===== config.mk =====
export PLATFORM = sky130hd
export DESIGN_NAME = uart_rx_ovs
export DESIGN_NICKNAME = d
export VERILOG_FILES = /design/src/rtl/uart_rx_ovs.sv
export SDC_FILE = /design/constraint.sdc
export NUM_CORES = 1
export LEC_CHECK = 0
export CELL_PAD_IN_SITES_DETAIL_PLACEMENT = 1
export CELL_PAD_IN_SITES_GLOBAL_PLACEMENT = 2
export CORE_ASPECT_RATIO = 0.6
export CORE_UTILIZATION = 35
export DETAILED_ROUTE_END_ITERATION = 16
export PLACE_DENSITY = 0.86
export SLEW_MARGIN = 40
export SYNTH_ARGS = -nofsm -noshare
export SYNTH_HDL_FRONTEND = slang
export SYNTH_SLANG_ARGS = --single-unit

===== constraint.sdc =====
create_clock -name clock -period 2.2 [get_ports clock]
set_input_delay 0.22 -clock clock [delete_from_list [all_inputs] [get_ports clock]]
set_output_delay 0.22 -clock clock [all_outputs]
set_load 0.01 [all_outputs]

===== src/rtl/uart_rx_ovs.sv =====
// ---------------------------------------------------------------------------
// uart_rx_ovs
// 16x oversampling UART receiver with a one-entry output buffer.
//
// A free-running divisor produces one oversample tick per 1/16 bit time. The
// serial input is synchronized, a start bit is qualified at its midpoint, and
// data / parity / stop bits are sampled at the midpoint of each bit. The
// finished byte lands in a single holding buffer with a valid/ready handshake.
//
// Parameters
//   SYNC_STAGES  number of flops in the rx synchronizer (2..3)
//   DIV_SHIFT    right shift applied to every nominal divisor; 0 gives the
//                nominal 2400/4800/9600/19200 rates at 50 MHz
//
// Ports
//   clock       system clock (50 MHz)
//   reset_n     asynchronous active-low reset
//   baud_rate   00=2400, 01=4800, 10=9600, 11=19200
//   parity_en   frame carries a parity bit after the data bits
//   parity_odd  1 = odd parity, 0 = even parity
//   rx          serial line, idle high, asynchronous to clock
//   rx_data     received byte, LSB first on the line
//   rx_valid    rx_data and error flags are valid
//   rx_ready    consumer accepts the byte when rx_valid & rx_ready
//   parity_err  parity mismatch for the held byte
//   frame_err   stop bit sampled low for the held byte
//   overrun     sticky: a frame was dropped because the buffer was full
//   busy        receiver FSM is not idle
// ---------------------------------------------------------------------------
module uart_rx_ovs #(
    parameter int SYNC_STAGES = 2,
    parameter int DIV_SHIFT   = 0
) (
    input  logic       clock,
    input  logic       reset_n,
    input  logic [1:0] baud_rate,
    input  logic       parity_en,
    input  logic       parity_odd,
    input  logic       rx,
    output logic [7:0] rx_data,
    output logic       rx_valid,
    input  logic       rx_ready,
    output logic       parity_err,
    output logic       frame_err,
    output logic       overrun,
    output logic       busy
);

    typedef enum logic [2:0] {
        ST_IDLE,
        ST_START,
        ST_DATA,
        ST_PARITY,
        ST_STOP
    } state_t;

    // Terminal counts of the divisor (period minus one) for each rate.
    localparam logic [13:0] LAST_2400  = 14'((1302 >> DIV_SHIFT) - 1);
    localparam logic [13:0] LAST_4800  = 14'((651 >> DIV_SHIFT) - 1);
    localparam logic [13:0] LAST_9600  = 14'((326 >> DIV_SHIFT) - 1);
    localparam logic [13:0] LAST_19200 = 14'((163 >> DIV_SHIFT) - 1);

    logic [SYNC_STAGES-1:0] sync_q, sync_d;
    logic                   rx_s;

    logic [13:0] div_q, div_d;
    logic [13:0] div_last;
    logic        tick;

    state_t      state_q, state_d;
    logic [3:0]  samp_q, samp_d;
    logic [2:0]  bit_q, bit_d;
    logic [7:0]  shift_q, shift_d;
    logic        armed_q, armed_d;
    logic        perr_pend_q, perr_pend_d;
    logic        ferr_pend_q, ferr_pend_d;
    logic        deliver_q, deliver_d;

    logic [7:0]  data_q, data_d;
    logic        valid_q, valid_d;
    logic        perr_q, perr_d;
    logic        ferr_q, ferr_d;
    logic        ovr_q, ovr_d;

    logic        handshake;
    logic        buf_free;

    assign sync_d = {sync_q[SYNC_STAGES-2:0], rx};
    assign rx_s   = sync_q[SYNC_STAGES-1];

    always_comb begin
        case (baud_rate)
            2'b00:   div_last = LAST_2400;
            2'b01:   div_last = LAST_4800;
            2'b10:   div_last = LAST_9600;
            default: div_last = LAST_19200;
        endcase
    end

    // Greater-or-equal compare: if the rate is raised mid-count the counter
    // wraps on the next clock instead of running all the way around.
    assign tick = (div_q >= div_last);

    // Receiver FSM: next state, sample/bit counters and pending frame flags.
    always_comb begin
        state_d     = state_q;
        samp_d      = samp_q;
        bit_d       = bit_q;
        shift_d     = shift_q;
        armed_d     = armed_q;
        perr_pend_d = perr_pend_q;
        ferr_pend_d = ferr_pend_q;
        deliver_d   = 1'b0;
        div_d       = tick ? 14'd0 : div_q + 14'd1;

        if (tick && (state_q != ST_IDLE)) begin
            samp_d = samp_q + 4'd1;
        end

        case (state_q)
            ST_IDLE: begin
                // A line held low after a framing error must go high again
                // before another start bit is accepted.
                if (rx_s) begin
                    armed_d = 1'b1;
                end else if (armed_q) begin
                    state_d     = ST_START;
                    samp_d      = 4'd0;
                    div_d       = 14'd0;
                    bit_d       = 3'd0;
                    perr_pend_d = 1'b0;
                    ferr_pend_d = 1'b0;
                end
            end
            ST_START: begin
                if (tick && (samp_q == 4'd7)) begin
                    if (rx_s) begin
                        state_d = ST_IDLE;
                    end else begin
                        state_d = ST_DATA;
                        samp_d  = 4'd0;
                    end
                end
            end
            ST_DATA: begin
                if (tick && (samp_q == 4'd15)) begin
                    shift_d = {rx_s, shift_q[7:1]};
                    bit_d   = bit_q + 3'd1;
                    if (bit_q == 3'd7) begin
                        state_d = parity_en ? ST_PARITY : ST_STOP;
                    end
                end
            end
            ST_PARITY: begin
                if (tick && (samp_q == 4'd15)) begin
                    perr_pend_d = (^shift_q) ^ rx_s ^ parity_odd;
                    state_d     = ST_STOP;
                end
            end
            ST_STOP: begin
                if (tick && (samp_q == 4'd15)) begin
                    ferr_pend_d = ~rx_s;
                    deliver_d   = 1'b1;
                    state_d     = ST_IDLE;
                    if (!rx_s) begin
                        armed_d = 1'b0;
                    end
                end
            end
            default: begin
                state_d = ST_IDLE;
            end
        endcase
    end

    // Output buffer: a delivery finding the buffer occupied (and not being
    // emptied this cycle) is dropped and recorded in the sticky overrun flag.
    assign handshake = valid_q & rx_ready;
    assign buf_free  = ~valid_q | handshake;

    always_comb begin
        data_d  = data_q;
        valid_d = valid_q;
        perr_d  = perr_q;
        ferr_d  = ferr_q;
        ovr_d   = ovr_q;

        if (handshake) begin
            valid_d = 1'b0;
            ovr_d   = 1'b0;
        end

        if (deliver_q) begin
            if (buf_free) begin
                valid_d = 1'b1;
                data_d  = shift_q;
                perr_d  = perr_pend_q;
                ferr_d  = ferr_pend_q;
            end else begin
                ovr_d = 1'b1;
            end
        end
    end

    always_ff @(posedge clock or negedge reset_n) begin
        if (!reset_n) begin
            sync_q      <= '1;
            div_q       <= 14'd0;
            state_q     <= ST_IDLE;
            samp_q      <= 4'd0;
            bit_q       <= 3'd0;
            shift_q     <= 8'h00;
            armed_q     <= 1'b1;
            perr_pend_q <= 1'b0;
            ferr_pend_q <= 1'b0;
            deliver_q   <= 1'b0;
            data_q      <= 8'h00;
            valid_q     <= 1'b0;
            perr_q      <= 1'b0;
            ferr_q      <= 1'b0;
            ovr_q       <= 1'b0;
        end else begin
            sync_q      <= sync_d;
            div_q       <= div_d;
            state_q     <= state_d;
            samp_q      <= samp_d;
            bit_q       <= bit_d;
            shift_q     <= shift_d;
            armed_q     <= armed_d;
            perr_pend_q <= perr_pend_d;
            ferr_pend_q <= ferr_pend_d;
            deliver_q   <= deliver_d;
            data_q      <= data_d;
            valid_q     <= valid_d;
            perr_q      <= perr_d;
            ferr_q      <= ferr_d;
            ovr_q       <= ovr_d;
        end
    end

    assign rx_data    = data_q;
    assign rx_valid   = valid_q;
    assign parity_err = perr_q;
    assign frame_err  = ferr_q;
    assign overrun    = ovr_q;
    assign busy       = (state_q != ST_IDLE);

endmodule


==> metrics.md <==
| Metric | Value |
|---|---|
| Result of the run | `complete, but fails checks` |
| Failing checks | `negative setup slack` |
| Number of diodes added for antenna fixing | `0` |
| Number of placed cells counting well taps | `350` |
| Remaining max-slew budget at the tightest pin | `0.587` |
| Register-to-register setup slack | `-0.06 ns` |
| Pre-antenna DRT Iters | `4` |
| Clock-pin transition on the worst setup and hold timing paths | `0.07 ns` |
| Number of global-route vias before repair | `2028` |
| Synthesized area per cell | `11.3 µm²` |
| Final setup violation count | `12` |
| Fraction of the core area covered by cells at the end of the flow | `0.482` |
| Placed wire-length estimate | `4270 µm` |
| Routed Wire Length | `6260 µm` |
| Floorplan Core Area | `6880 µm²` |
| Area fraction of the dominant cell type after synthesis | `0.458` |
| RR Startpoint | `div_q[10]` |
| Post-route clock period utilization | `1.03` |
| Flop pwr share | `0.440` |
| Cell area after synthesis | `2570 µm²` |
| Cell Count, Final, Fillers Out | `366` |
| Die boundary width | `113 µm` |
| Vias | `1891` |
| Starting DRC count in detailed routing | `91` |
| P per Cell Area | `799 nW/µm²` |
| Crit path arrival time | `2.46 ns` |
| Most frequent cells in the layout | `dfrtp_1 (46), buf_4 (22), nor2_1 (19), clkdlybuf4s50_1 (17), nand2_1 (16)` |
| Comb pwr share | `0.215` |
| Clock tree root buffer cell | `clkbuf_16` |
| Category of the most critical setup path | `reg -> reg` |
| Clock tree from TritonCTS | `done` |
| Worst setup path startpoint | `div_q[10]` |
| Fraction of layout cells with a size suffix above 1 | `0.265` |
| Lkg Pwr | `1.51 nW` |
| Initial antenna violation count | `0` |
| Hold Crit Depth | `1` |
| Critical path capture point type | `flop` |
| # H-tree levels | `2` |
| Worst Min Path Start | `rx` |
| Global-route total usage across every layer | `0.176` |
| Pint | `1.86 mW` |
| Setup WS post-layout | `-0.0568 ns` |
| Unrepaired setup endpoints after global routing | `yes` |
| Hold Violations, Final | `0` |
| Area delta synth->final | `29.0%` |
| Initial cell density of the core | `0.373` |
| Synthesized instance count | `228` |
| Wire length of the first global-routing pass | `10200 µm` |
| Layout filler cell count | `742` |
| Antenna Violating Nets Remaining | `0` |
| Yosys reg bits | `50` |
| Fraction of power spent switching nets | `0.298` |
| Largest net degree at the start of global routing | `27` |
| Number of cells on the worst reg-to-reg path | `9` |
| Count of pins on the block boundary | `21` |
| Most area-hungry cell type in the Yosys netlist | `dfrtp_1` |
| Area enclosed by the die boundary | `7700 µm²` |
| Part of the Yosys area used for sequential elements | `0.489` |
| Part of the total power dissipated in the clock network | `0.345` |
| Vias per cell | `5.17` |
| Buffer depth of the longest clock path | `2` |
| Most common cell after layout, fill and taps aside | `dfrtp_1` |
| Global placement routability congestion | `0.801` |
| Largest fanout on the critical path | `5` |
| Total negative slack for setup checks | `-0.361 ns` |
| Total grt overflow | `0` |
| Power spent charging and discharging nets | `0.787 mW` |
| Count of buffers inserted at the top-level ports | `20` |
| Num rows | `23` |
| Clock Latency Late Sink | `0.29 ns` |
| Post-route standard cell area excluding fillers | `3310 µm²` |
| HP Class | `in -> reg` |
| Required time reported for the critical path endpoint | `2.40 ns` |
| Cell types occupying the most area after synthesis | `dfrtp_1 (46%), ha_1 (7.3%), mux2_2 (4.8%)` |
| Slew at the pin closest to its max-slew limit | `0.620 ns` |
| Number of library cell types mapped by synthesis | `48` |
| Wirelength per Cell | `17.1 µm` |
| Maximum VDD drop | `390 µV` |
| Die span in y | `68.4 µm` |
| Max-slew violation total from the final report | `0` |
| F_max | `443 MHz` |
| Kind of launch point of the worst setup path | `flop` |
| Number of nets in the layout | `301` |
| Residual DRC count | `0` |
| TritonCTS Buffers | `5` |
| Synth warn | `0` |
| Clk sink count | `50` |
| Max-capacitance violation count | `0` |
| Period minus WS final | `2.26 ns` |
| Largest clock skew in the final design | `0.00902 ns` |
| Placed inst area | `2990 µm²` |
[cells in the mapped netlist (all sizes together)]
| library cell | count |
|---|---|
| nor2b | 4 |
| dfrtp | 47 |
| or4 | 1 |
| and2 | 1 |
| nand4b | 1 |
| nor2 | 19 |
| a21o | 3 |
| mux2i | 4 |
| mux2 | 18 |
| nor4 | 1 |
| buf | 2 |
| or2b | 1 |
| inv | 6 |
| conb | 1 |
| and3 | 2 |
| a21oi | 16 |
| a31oi | 2 |
| o21ai | 6 |
| or3 | 3 |
| nor3 | 4 |
| clkbuf | 3 |
| o211a | 1 |
| or2 | 2 |
| nand2 | 16 |
| o211ai | 3 |
| ha | 15 |
| xnor2 | 13 |
| nand4 | 3 |
| o31ai | 1 |
| dfstp | 3 |
| a32o | 1 |
| o22ai | 1 |
| xor2 | 5 |
| o311a | 1 |
| a311oi | 2 |
| nand3b | 1 |
| o21a | 1 |
| nand3 | 9 |
| nand2b | 5 |
[per-stage QoR]
step	power, mW	setup WS [ns]	hold WS (ns)
floorplan	1.48	0.0147	-0.0756
global placement	1.63	-0.447	0.269
detailed placement	1.66	-0.549	0.262
CTS	2.62	0.00391	0.327
global route	2.79	-0.124	0.339
finish	2.65	-0.0568	0.334
[metal layers]
metal	global-route usage	share of wire	vias up
met5	0	0	-
met4	0.0517	0.0085	0
met3	0.0337	0.036	5
met2	0.289	0.46	34
met1	0.240	0.50	946
li1	-	-	906
[path summary, 6_finish.rpt]
check	to
max in group asynchronous	sync_q[0]
worst max-delay path	bit_q[2]
worst min-delay path	sync_q[0]
worst max register to register	bit_q[2]
worst min register to register	sync_q[1]
min in group asynchronous	div_q[1]
[cell type report]
class	instances	area, µm²	share of cell area
tap	87	109	0.0329
multi-input combinational	169	1340	0.403
clock inverter	2	38.8	0.0117
inverter	6	22.5	0.00680
sequential	50	1260	0.379
timing repair buffer	46	412	0.124
clock buffer	6	139	0.0419
[registers in the layout, indices dropped and copies added (netlist names)]
name,cells
shift_q,8
state_q,3
rx_valid,1
samp_q,4
div_q,14
ferr_pend_q,1
rx_data,8
sync_q,2
frame_err,1
bit_q,3
armed_q,1
parity_err,1
perr_pend_q,1
deliver_q,1
overrun,1
[kinds of logic (layout without fill, tap and decap cells)]
group                      after synthesis  after routing  share of synthesized area
AOI/OAI and AO/OA                       38             38                      0.100
xor gates and xnor gates                18             18                     0.0614
adders and majority gates               15             15                     0.0731
buffers and inverters                   11             60                     0.0244
DFF                                     50             50                      0.489
muxes                                   22             22                      0.105
other                                    1              2                    0.00146
and+or+nand+nor                         73             74                      0.146
[power by group through the flow]
| stage | combinational (mW) | sequential, mW | clock [mW] |
|---|---|---|---|
| finish | 0.569 | 1.16 | 0.914 |
| global route | 0.635 | 1.18 | 0.966 |
| CTS | 0.528 | 1.16 | 0.936 |
| detailed placement | 0.496 | 1.16 | 0 |
| global placement | 0.472 | 1.16 | 0 |
| floorplan | 0.382 | 1.10 | 0 |
[critical path: stages (launching register included)]
cell and delay (ns):
dfrtp_1 0.45, ha_4 0.30, nand4b_1 0.16, or2_1 0.32
a21oi_2 0.21, a21o_4 0.13, buf_4 0.11, nand3_4 0.12
buf_6 0.19, mux2i_1 0.18
[timing repair]
action,4_1_cts,5_1_grt
pin swaps,4,6
setup endpoints to repair,22,17
buffers inserted,0,6
hold buffers,1,0
cloned,1,0
resized for setup,6,11
hold endpoints to repair,23,0
(Power assumes the default switching activity.)
